<file path="src/rtl/decode_exec_pkg.sv">
// Shared types for decode_exec_unit: instruction type and opcode enums,
// ALU operation enum and the datapath width.
package decode_exec_pkg;

   localparam int DATA_W = 8;

   typedef enum logic [1:0] {TYPE_R = 2'b00, TYPE_M = 2'b01, TYPE_B = 2'b10, TYPE_S = 2'b11} itype_e;

   typedef enum logic [2:0] {
      R_AND = 3'd0, R_OR = 3'd1, R_XOR = 3'd2, R_ADD = 3'd3,
      R_SUB = 3'd4, R_SLT = 3'd5, R_SLTE = 3'd6, R_SEQ = 3'd7
   } rop_e;

   typedef enum logic [2:0] {
      M_SB = 3'd0, M_LB = 3'd1, M_LL = 3'd2, M_LL2 = 3'd3,
      M_LIL = 3'd4, M_LIU = 3'd5, M_LLR = 3'd6, M_NOP = 3'd7
   } mop_e;

   typedef enum logic [1:0] {B_BEQ = 2'd0, B_BLT = 2'd1, B_BLTE = 2'd2, B_BUN = 2'd3} bop_e;

   typedef enum logic [1:0] {S_LSL = 2'd0, S_LSR = 2'd1, S_LSI = 2'd2, S_RSI = 2'd3} sop_e;

   typedef enum logic [3:0] {
      ALU_AND, ALU_OR, ALU_XOR, ALU_ADD, ALU_SUB,
      ALU_SLT, ALU_SLTE, ALU_SEQ, ALU_SHL, ALU_SHR, ALU_ZERO
   } alu_op_e;

endpackage

</file>
<file path="src/rtl/exec_alu.sv">
// Combinational ALU: logic, modulo-256 arithmetic, unsigned compare and
// zero-fill logical shifts (amounts of 8 or more give zero).
module exec_alu
   import decode_exec_pkg::*;
(
   input  alu_op_e           op,
   input  logic [DATA_W-1:0] a,
   input  logic [DATA_W-1:0] b,
   output logic [DATA_W-1:0] result,
   output logic              equal,
   output logic              less_than
);

   logic big_shift;

   // NOTE: every output gets a default before the case so no latch is inferred.
   always_comb begin
      equal     = (a == b);
      less_than = (a < b);
      big_shift = |b[DATA_W-1:3];
      result    = '0;
      case (op)
         ALU_AND:  result = a & b;
         ALU_OR:   result = a | b;
         ALU_XOR:  result = a ^ b;
         ALU_ADD:  result = a + b;
         ALU_SUB:  result = a - b;
         ALU_SLT:  result = {{(DATA_W-1){1'b0}}, less_than};
         ALU_SLTE: result = {{(DATA_W-1){1'b0}}, less_than | equal};
         ALU_SEQ:  result = {{(DATA_W-1){1'b0}}, equal};
         ALU_SHL:  result = big_shift ? '0 : (a << b[2:0]);
         ALU_SHR:  result = big_shift ? '0 : (a >> b[2:0]);
         default:  result = '0;
      endcase
   end

endmodule

</file>
<file path="src/rtl/decode_exec_unit.sv">
// Combinational instruction decode around exec_alu, plus the LUT holding
// register and compare flags. Define LUT_IMM_EN to implement LIL/LIU.
module decode_exec_unit
   import decode_exec_pkg::*;
(
   input  logic              clk,
   input  logic              reset,
   input  logic [8:0]        instr,
   input  logic [DATA_W-1:0] rdata_a,
   input  logic [DATA_W-1:0] rdata_b,
   input  logic [DATA_W-1:0] lut_value,
   output logic [1:0]        r_addr1,
   output logic [1:0]        r_addr2,
   output logic              reg_to_reg,
   output logic              mem_to_reg,
   output logic              reg_to_mem,
   output logic              lut_to_reg,
   output logic [DATA_W-1:0] lut_index,
   output logic [1:0]        lut_reg_dst,
   output logic              branch_en,
   output logic [DATA_W-1:0] branch_index,
   output logic [DATA_W-1:0] alu_result,
   output logic [DATA_W-1:0] lut_reg,
   output logic              equal,
   output logic              less_than
);

   itype_e            itype;
   alu_op_e           alu_op;
   logic [DATA_W-1:0] operand2;
   logic              cmp_en;
   logic              load_lut;
   logic [DATA_W-1:0] lut_next;
   logic              alu_eq;
   logic              alu_lt;

   assign itype = itype_e'(instr[8:7]);

   always_comb begin
      r_addr1      = '0;
      r_addr2      = '0;
      reg_to_reg   = 1'b0;
      mem_to_reg   = 1'b0;
      reg_to_mem   = 1'b0;
      lut_to_reg   = 1'b0;
      lut_index    = '0;
      lut_reg_dst  = '0;
      branch_en    = 1'b0;
      branch_index = '0;
      alu_op       = ALU_ZERO;
      operand2     = rdata_b;
      cmp_en       = 1'b0;
      load_lut     = 1'b0;
      lut_next     = lut_reg;
      case (itype)
         TYPE_R: begin
            r_addr1    = instr[3:2];
            r_addr2    = instr[1:0];
            reg_to_reg = 1'b1;
            case (rop_e'(instr[6:4]))
               R_AND:  alu_op = ALU_AND;
               R_OR:   alu_op = ALU_OR;
               R_XOR:  alu_op = ALU_XOR;
               R_ADD:  alu_op = ALU_ADD;
               R_SUB:  alu_op = ALU_SUB;
               R_SLT:  begin alu_op = ALU_SLT;  cmp_en = 1'b1; end
               R_SLTE: begin alu_op = ALU_SLTE; cmp_en = 1'b1; end
               default: begin alu_op = ALU_SEQ; cmp_en = 1'b1; end
            endcase
         end
         TYPE_M: begin
            case (mop_e'(instr[6:4]))
               M_SB: begin
                  r_addr1    = instr[3:2];
                  r_addr2    = instr[1:0];
                  reg_to_mem = 1'b1;
               end
               M_LB: begin
                  r_addr1    = instr[3:2];
                  r_addr2    = instr[1:0];
                  mem_to_reg = 1'b1;
               end
               M_LL: begin
                  lut_index = {4'h0, instr[3:0]};
                  load_lut  = 1'b1;
                  lut_next  = lut_value;
               end
               M_LL2: begin
                  lut_index = {4'h1, instr[3:0]};
                  load_lut  = 1'b1;
                  lut_next  = lut_value;
               end
`ifdef LUT_IMM_EN
               M_LIL: begin
                  load_lut = 1'b1;
                  lut_next = {lut_reg[7:4], instr[3:0]};
               end
               M_LIU: begin
                  load_lut = 1'b1;
                  lut_next = {instr[3:0], lut_reg[3:0]};
               end
`endif
               M_LLR: begin
                  lut_to_reg  = 1'b1;
                  lut_reg_dst = instr[3:2];
               end
               default: ;
            endcase
         end
         TYPE_B: begin
            // Branches read the registered flags, i.e. the last compare's outcome.
            branch_index = {3'b000, instr[4:0]};
            case (bop_e'(instr[6:5]))
               B_BEQ:   branch_en = equal;
               B_BLT:   branch_en = less_than;
               B_BLTE:  branch_en = less_than | equal;
               default: branch_en = 1'b1;
            endcase
         end
         default: begin
            r_addr1    = instr[4:3];
            reg_to_reg = 1'b1;
            case (sop_e'(instr[6:5]))
               S_LSL: begin r_addr2 = instr[2:1]; alu_op = ALU_SHL; end
               S_LSR: begin r_addr2 = instr[2:1]; alu_op = ALU_SHR; end
               S_LSI: begin operand2 = {5'b00000, instr[2:0]}; alu_op = ALU_SHL; end
               default: begin operand2 = {5'b00000, instr[2:0]}; alu_op = ALU_SHR; end
            endcase
         end
      endcase
   end

   exec_alu u_alu (
      .op        (alu_op),
      .a         (rdata_a),
      .b         (operand2),
      .result    (alu_result),
      .equal     (alu_eq),
      .less_than (alu_lt)
   );

   // NOTE: state is written with non-blocking assignments only.
   always_ff @(posedge clk) begin
      if (reset) begin
         lut_reg   <= '0;
         equal     <= 1'b0;
         less_than <= 1'b0;
      end else begin
         if (load_lut) lut_reg <= lut_next;
         if (cmp_en) begin
            equal     <= alu_eq;
            less_than <= alu_lt;
         end
      end
   end

endmodule

</file>
<file path="config.mk">
export PLATFORM = sky130hd
export DESIGN_NAME = decode_exec_unit
export DESIGN_NICKNAME = d
export VERILOG_FILES = /design/src/rtl/decode_exec_pkg.sv /design/src/rtl/exec_alu.sv /design/src/rtl/decode_exec_unit.sv
export SDC_FILE = /design/constraint.sdc
export NUM_CORES = 1
export LEC_CHECK = 0
export CORE_UTILIZATION = 40
export CTS_CLUSTER_DIAMETER = 30
export DETAILED_ROUTE_END_ITERATION = 6
export PLACE_DENSITY = 0.68
export SLEW_MARGIN = 10
export SYNTH_ARGS = -nofsm -noshare
export SYNTH_HDL_FRONTEND = slang
export SYNTH_HIERARCHICAL = 1
export SYNTH_SLANG_ARGS = --single-unit
</file>
<file path="constraint.sdc">
create_clock -name clk -period 4.9 [get_ports clk]
set_input_delay 0.98 -clock clk [delete_from_list [all_inputs] [get_ports clk]]
set_output_delay 0.98 -clock clk [all_outputs]
set_load 0.005 [all_outputs]
</file>
==> results.toml, run 1 <==
[run_status]
status = "finished, final reports clean"

[synthesis]
yosys.area_share.simple_pct = 24.30
muxShareOfSynthArea_pct = 14.11
synth_xor_area_share_pct = 0.9910
seq_area_frac_synth_pct = 7.551
synth-compound-area-share_pct = 25.48
yosys_warnings = 6
synthArstFlopShare_pct = 0
synth_edf_count = 0
synth_fa_ha_area_share_pct = 16.14
ys_seq_elements = 10
syn_area_per_cell_sq_um = 7.730
synth-main-ff-cell = "dfxtp_1"
synth.distinct_cells = 64
synth_top_family_by_area = "compound AO/OA/AOI/OAI gates"
synth_area_sq_um = 2651
synth_cells = 343

[drt]
wirelength_microns = 8289
num_vias = 2993
routed_via_density = 5.354
dr.pass1.iters = 4
ant_nets = 0
detail_route.iter0.violations = 144
wl_per_cell_microns = 14.83
drc = 0

[worst_hold_path]
hold_path_class = "register to register"

[clock_tree]
root_buffer = "clkbuf_8"
cts_max_level = 1
clkSlewWorstSetupHoldPaths_ns = 0.05
insertion_delay_ns = 0.23
clock_path_buffers = 2
cts_tree = "yes"
cts.sinks = 10
cts_buffers = 3

[global_routing]
track_usage_pct = 23.35
overflow = 0
grt_max_degree = 18
antenna_found_initial = 0
grt_pass1_vias = 2904
grt_pass1_wl_microns = 13680

[floorplanning]
die_area_sq_um = 6958
rows = 29
die_h_microns = 83.42
die_x_microns = 83.42
core_sq_um = 6386
io_pins = 80
initial_utilization_pct = 41.52

[worst_setup_path]
crit_fanout = 4
cp.arrival_ns = 3.79
cp_slowest_cell = "clkdlybuf4s50_1"
cpPeakStageDelay_ns = 0.53
path_cells = "clkdlybuf4s50_1, nand2_4, mux2_4, buf_4, ha_1, a21o_1, a2111oi_4, buf_4, o211ai_1, a221o_1, dlygate4sd2_1"
cp_data_required_time_ns = 3.92
critPathLaunchType = "primary input"
worst-setup-path-type = "primary input to primary output"
cp-end-kind = "primary output"
path_common_cell = "buf_4"

[placement]
port_buffers = 73
globalplace.congestion = 0.9038
place_worst_setup_slack_ns = -0.3708
post_dp_cell_area_sq_um = 3934
hpwl_microns = 6735

[timing]
setup_slack_ns = 0.1294
hold_viol_final = 0
fmax_mhz = 209.6
layout_min_cycle_time_ns = 4.771
drv_slew = 0
skew_ns = 0
finalCritPeriodShare_pct = 97.36
worstMarginPinSlew_ns = 0.6148
timing.slew.headroom_pct = 58.66
finalSetupTns_ns = 0
setup_viol_count_final = 0
rsz0062_at_grt = "false"

[cells_and_area]
multi_input_area_sq_um = 2305
area_growth_pct = 55.92
fillers = 532
fin_area_sq_um = 4134
utilization_pct = 64.73
drive_gt1_share_pct = 30.71
nets = 551
antenna_cells = 0
largest_register_ffs = 8
seq_area_sq_um = 200.2

[power_and_ir_drop]
p_leak_nw = 1.834
peakVddDrop_v = 0.0001693
p_per_area_nw_per_um2 = 137.3

[run]
max_cap_violations = 0
==> what timing repair did <==
action / 4_1_cts / 5_1_grt
gates resized for setup: 27 / 26
endpoints found under the setup margin: 8 / 8
hold buffers: 0 / 0
buffers inserted: 0 / 1
pin swaps: 9 / 8
endpoints found under the hold margin: 0 / 0
==> cells in the final DEF, fill, tap and decap left out, types with 5 or more instances in the layout <==
| cell | Yosys | layout |
|---|---|---|
| a21oi_1 | 19 | 15 |
| a21oi_2 | 6 | 10 |
| and2_1 | 20 | 20 |
| buf_4 | 11 | 81 |
| clkdlybuf4s50_1 | 0 | 65 |
| conb_1 | 1 | 6 |
| dfxtp_1 | 10 | 10 |
| ha_1 | 31 | 26 |
| inv_1 | 30 | 29 |
| mux2i_1 | 16 | 16 |
| mux4_2 | 8 | 8 |
| nand2_1 | 38 | 38 |
| nand2b_1 | 5 | 5 |
| nor2_1 | 19 | 15 |
| nor3_1 | 7 | 6 |
| o211ai_1 | 5 | 5 |
| o21ai_0 | 11 | 7 |
| o21ai_1 | 13 | 16 |
==> area by class of cell <==
class	instances	share of cell area, %
clock buffers	4	1.332
inverters	32	2.966
multi-input cells	280	55.75
flip-flops and latches	10	4.843
well taps	77	2.331
repair buffers	156	32.78
==> report_power, final <==
| group | total, W | switching [W] | internal (W) |
|---|---|---|---|
| sequential | 0.0000842 | 0.000000950 | 0.0000832 |
| combinational | 0.000380 | 0.000179 | 0.000201 |
| clock | 0.000103 | 0.0000328 | 0.0000707 |
==> Yosys cell counts, types with 10 or more instances <==
master	number	share of area (%)
nand2_1	38	5.4
nor2_1	19	2.7
o21ai_0	11	2.1
ha_1	31	15
o21ai_1	13	2.5
dfxtp_1	10	7.6
inv_1	30	4.2
buf_4	11	3.1
mux2i_1	16	6.0
a21oi_1	19	3.6
and2_1	20	4.7
==> through the flow <==
step / hold slack (ns) / instances / total power (W)
finish: 0.4610 / 559 / 0.0005674
global route: 0.4855 / 559 / 0.0006026
CTS: 0.4601 / 558 / 0.0005562
detailed placement: 0.4538 / 554 / 0.0004450
global placement: 0.4424 / 554 / 0.0004383
floorplan: 0.4527 / 348 / 0.0002799
==> metal layers <==
layer,wire [microns],part of all wire (%),up-vias,track usage [%]
met2,4116,50,114,41.88
met1,3507,42,1377,29.49
met5,0,0,-,0
met4,163,2.0,0,6.163
met3,501,6.0,16,2.783
li1,-,-,1486,-
==> kinds of logic after synthesis <==
family,count (synthesis)
other,1
multiplexers,27
XOR/XNOR,3
AND/OR/NAND/NOR,118
buffers and inverters,58
AO/OA/AOI/OAI,93
flip-flops,10
adder cells (fa/ha/maj),33
==> worst max-delay path: cells and delay by family <==
family	cells	cell delay [ns]
compound gates	4	1.06
mux	1	0.32
buf+inv	4	1.13
simple gates	1	0.08
fa+ha+maj	1	0.20
==> final timing paths <==
path	start	endpoint	slack [ns]	cells after the start
hold / removal	lut_reg[2]	lut_reg[2]	0.46	2
hold reg to reg	lut_reg[2]	lut_reg[2]	0.46	2
setup reg to reg	equal	equal	4.23	2
setup / recovery	instr[6]	alu_result[5]	0.13	11
Power figures use the tool's default switching activity.
==> inputs of run 2 (changes only) <==
clock period = 5.37 ns   (was 4.9 ns; I/O delays follow)
==> results.toml, run 2 (synthesis gave the netlist of run 1 again) <==
[power_and_ir_drop]
p_per_area_nw_per_um2 = 125.9
peakVddDrop_v = 0.0001538
combPwrFrac_pct = 64.4
p_leak_nw = 1.580
total_power_w = 0.0004710
pwr-share-clk_pct = 19.2
pwr-share-seq_pct = 16.3
switching_power_w = 0.0001782
power.internal_w = 0.0002928
switching_share_pct = 37.83

[worst_setup_path]
cpPeakStageDelay_ns = 0.44
path_common_cell = "clkdlybuf4s50_1"
cp_slowest_cell = "clkdlybuf4s50_1"
reg2reg_to = "equal"
critPathLaunchType = "primary input"
r2r_cells = 2
cp-end-kind = "primary output"
path_cells = "clkdlybuf4s50_1, ha_2, nand2_4, mux2_2, buf_4, ha_1, a21o_1, a2111oi_4, o21bai_1, a21oi_2, mux2i_1, nand3_1, clkdlybuf4s50_1"
cp.arrival_ns = 4.19
cp_top_family = "buffers and inverters"
crit_buf_inv = 3
worst-setup-path-type = "primary input to primary output"
cp_data_required_time_ns = 4.30
r2r_start = "equal"
crit_fanout = 4
rrSetupSlack_ns = 4.72

[clock_tree]
clkSlewWorstSetupHoldPaths_ns = 0.05
cts_buffers = 3
cts_max_level = 1
cts.sinks = 10
clock_path_buffers = 2
postCtsHoldBufs = 0
cts_tree = "yes"
root_buffer = "clkbuf_8"
cts_setup_buffers = 0
insertion_delay_ns = 0.23

[drt]
ant_nets = 0
detail_route.iter0.violations = 144
routed_via_density = 5.545
wirelength_microns = 7912
drc = 0
dr.pass1.iters = 5
num_vias = 2850
wl_per_cell_microns = 15.39

[timing]
drv_slew = 0
setup_slack_ns = 0.1051
finalCritPeriodShare_pct = 98.04
finalSetupTns_ns = 0
layout_min_cycle_time_ns = 5.265
hold_viol_final = 0
skew_ns = 0
setup_viol_count_final = 0
timing.slew.headroom_pct = 65.58
rsz0062_at_grt = "true"
fmax_mhz = 189.9
worstMarginPinSlew_ns = 0.5120

[worst_hold_path]
hold_path_depth = 2
hold_start = "lut_reg[7]"
hold_end = "lut_reg[7]"
hold_path_class = "register to register"

[cells_and_area]
largest_register_ffs = 8
final_common_cell = "clkdlybuf4s50_1"
antenna_cells = 0
nets = 506
drive_gt1_share_pct = 20.37
final_cell_mix = "clkdlybuf4s50_1 (70), nand2_1 (38), buf_4 (38)"
final_cells = 514
area_growth_pct = 41.06

[placement]
dp.cells = 510
place_worst_setup_slack_ns = -0.07672
globalplace.congestion = 0.9292
port_buffers = 73
hpwl_microns = 6379

[run]
max_cap_violations = 0

[floorplanning]
rows = 29
die_x_microns = 83.42
core_sq_um = 6386
die_area_sq_um = 6958
initial_utilization_pct = 41.52
die_h_microns = 83.42
io_pins = 80

[global_routing]
antenna_found_initial = 0
track_usage_pct = 22.45
grt_pass1_wl_microns = 13120
grt_max_degree = 18
overflow = 0
grt_pass1_vias = 2810

[run_status]
status = "finished, final reports clean"
-- run 2: cell count changes in the layout (fill, tap and decap cells not counted), sizes merged --
cell,previous run,this run
clkdlybuf4s50,65,70
buf,85,38
dlymetal6s2s,3,1
clkbuf,5,4
-- run 2: worst register-to-register path: stages, from the launching register on --
cell and delay (ns):
dfxtp_1 0.33, mux2i_1 0.14, nor2_1 0.05
-- run 2: how the worst max path moves through the flow --
| stage | start | to | slack, ns | cells past startpoint |
|---|---|---|---|---|
| floorplan | instr[7] | alu_result[7] | 0.61 | 13 |
| global placement | instr[7] | alu_result[0] | -0.03 | 14 |
| detailed placement | instr[8] | alu_result[0] | -0.08 | 14 |
| CTS | instr[7] | alu_result[4] | 0.03 | 15 |
| global route | instr[8] | alu_result[7] | -0.02 | 13 |
| finish | instr[8] | alu_result[7] | 0.11 | 13 |
-- run 2: area by class of cell --
class                      count  area, sq um
clock buffer                   4        55.05
fill                         600         2646
inverter                      32        120.1
multi-input combinational    280         2252
sequential                    10        200.2
tap                           77        96.34
timing repair buffer         111         1016
-- run 2: power by group through the flow --
| stage | clock network [W] | registers, W | logic, W |
|---|---|---|---|
| finish | 0.0000906 | 0.0000769 | 0.000303 |
| detailed placement | 0 | 0.0000783 | 0.000290 |
| global placement | 0 | 0.0000782 | 0.000286 |
| floorplan | 0 | 0.0000783 | 0.000177 |
| global route | 0.0000965 | 0.0000769 | 0.000330 |
| CTS | 0.0000936 | 0.0000768 | 0.000291 |
-- run 2: routing by layer --
metal	part of all wire, %	routed length [microns]	global-route usage (%)	vias to the layer above
met4	1.3	101	5.393	0
li1	-	-	-	1398
met1	43	3431	28.64	1324
met2	49	3907	40.16	118
met5	0	0	0	-
met3	6.0	471	2.684	10
-- run 2: what timing repair did --
action,4_1_cts,5_1_grt
resized for setup,3,17
pin swaps,1,5
cloned,0,0
endpoints found under the setup margin,3,6
-- run 2: metrics by stage --
stage / hold WS (ns) / area, sq um / util [%]
2_1_floorplan: 0.4527 / 2670 / -
3_3_place_gp: 0.4442 / 3603 / 56.43
3_5_place_dp: 0.4572 / 3603 / 56.43
4_1_cts: 0.4638 / 3659 / 57.29
5_1_grt: 0.4875 / 3740 / 58.56
6_report: 0.4604 / 3740 / 58.56
==> inputs of run 3 (changes only) <==
clock period = 6.7 ns   (was 5.37 ns; I/O delays follow)
==> results.toml, run 3 (synthesis gave the netlist of run 1 again) <==
[run_status]
status = "finished, final reports clean"

[cells_and_area]
final_cells = 483
fillers = 630
drive_gt1_share_pct = 11.08
utilization_pct = 53.64
antenna_cells = 0
largest_register_ffs = 8
nets = 475
final_cell_mix = "clkdlybuf4s50_1 (73), nand2_1 (38), ha_1 (31)"
final_common_cell = "clkdlybuf4s50_1"
area_growth_pct = 29.21

[drt]
drc = 0
num_vias = 2727
wl_per_cell_microns = 15.55
detail_route.iter0.violations = 123
dr.pass1.iters = 5
ant_nets = 0
wirelength_microns = 7513
routed_via_density = 5.646

[timing]
finalCritPeriodShare_pct = 93.54
skew_ns = 0
setup_viol_count_final = 0
hold_slack_ns = 0.4606
rsz0062_at_grt = "false"
timing.slew.headroom_pct = 57.46
finalSetupTns_ns = 0
worstMarginPinSlew_ns = 0.6339
layout_min_cycle_time_ns = 6.267
hold_viol_final = 0
fmax_mhz = 159.6
drv_slew = 0

[clock_tree]
cts-resized-gates = 0
cts_max_level = 1
postCtsHoldBufs = 0
cts_setup_buffers = 0
insertion_delay_ns = 0.23
clkSlewWorstSetupHoldPaths_ns = 0.05
cts_tree = "yes"
cts_buffers = 3
cts.sinks = 10
clock_path_buffers = 2
root_buffer = "clkbuf_8"

[power_and_ir_drop]
total_power_w = 0.0003526
p_leak_nw = 1.402
peakVddDrop_v = 0.0001184
p_per_area_nw_per_um2 = 102.9

[run]
max_cap_violations = 0

[floorplanning]
die_x_microns = 83.42
io_pins = 80
core_sq_um = 6386
die_h_microns = 83.42
initial_utilization_pct = 41.52
die_area_sq_um = 6958
rows = 29

[placement]
hpwl_microns = 5767
dp.cells = 479
globalplace.congestion = 0.8689
port_buffers = 73

[worst_setup_path]
worst-setup-path-type = "primary input to primary output"
path_cells = "clkdlybuf4s50_1, ha_1, nand2_2, mux2_2, buf_4, ha_1, fa_1, nand2_1, nand2_1, a21oi_1, o21ai_0, xnor2_1, o221ai_1, clkdlybuf4s50_1"
crit_fanout = 18
cp_data_required_time_ns = 5.36
reg2reg_to = "equal"
cp_slowest_cell = "clkdlybuf4s50_1"
r2r_cells = 2
rrSetupSlack_ns = 6.06
r2r_start = "equal"
startpoint = "instr[7]"
cp.arrival_ns = 4.93
cp-end-kind = "primary output"
cpPeakStageDelay_ns = 0.54
critPathLaunchType = "primary input"

[worst_hold_path]
hold_path_depth = 2
hold_end = "lut_reg[7]"
hold_path_class = "register to register"
hold_start = "lut_reg[7]"

[global_routing]
grt_max_degree = 19
overflow = 0
grt_pass1_wl_microns = 12140
grt_pass1_vias = 2510
track_usage_pct = 21.05
antenna_found_initial = 0
run 3: worst max path at each step:
| stage | end | cells past startpoint |
|---|---|---|
| floorplan | alu_result[7] | 13 |
| global placement | alu_result[6] | 14 |
| detailed placement | alu_result[6] | 14 |
| CTS | alu_result[6] | 14 |
| global route | alu_result[6] | 14 |
| finish | alu_result[6] | 14 |
run 3: cell type report:
type                       instances  area, sq um  share of cell area [%]
multi-input combinational        280         2171                   63.37
timing repair buffer              80        783.3                   22.86
sequential                        10        200.2                   5.844
inverter                          32        120.1                   3.506
tap                               77        96.34                   2.812
clock buffer                       4        55.05                   1.607
run 3: where the power goes:
part	internal, W	switching, W	leakage, nW
combinational	0.000102	0.000113	1.29
sequential	0.0000609	0.000000665	0.0809
clock	0.0000517	0.0000237	0.0288
total	0.000215	0.000138	1.40
run 3: critical path, delay by kind of cell:
| kind | cells | cell delay [ns] |
|---|---|---|
| multiplexers | 1 | 0.39 |
| buffers and inverters | 3 | 1.21 |
| adder cells (fa/ha/maj) | 3 | 0.90 |
| XOR/XNOR | 1 | 0.14 |
| AND/OR/NAND/NOR | 3 | 0.32 |
| AO/OA/AOI/OAI | 3 | 0.62 |
run 3: metal layers:
metal | GRT usage, % | vias to the layer above | share of wire [%]
li1 | - | 1332 | -
met1 | 27.60 | 1242 | 44
met2 | 35.54 | 135 | 45
met3 | 2.883 | 18 | 8.1
met4 | 6.934 | 0 | 2.1
met5 | 0 | - | 0
run 3: stage by stage:
stage	setup slack, ns	area [sq um]
4_1_cts	0.4724	3426
5_1_grt	0.2274	3426
2_1_floorplan	1.409	2670
3_3_place_gp	0.5571	3371
3_5_place_dp	0.4960	3371
6_report	0.4328	3426
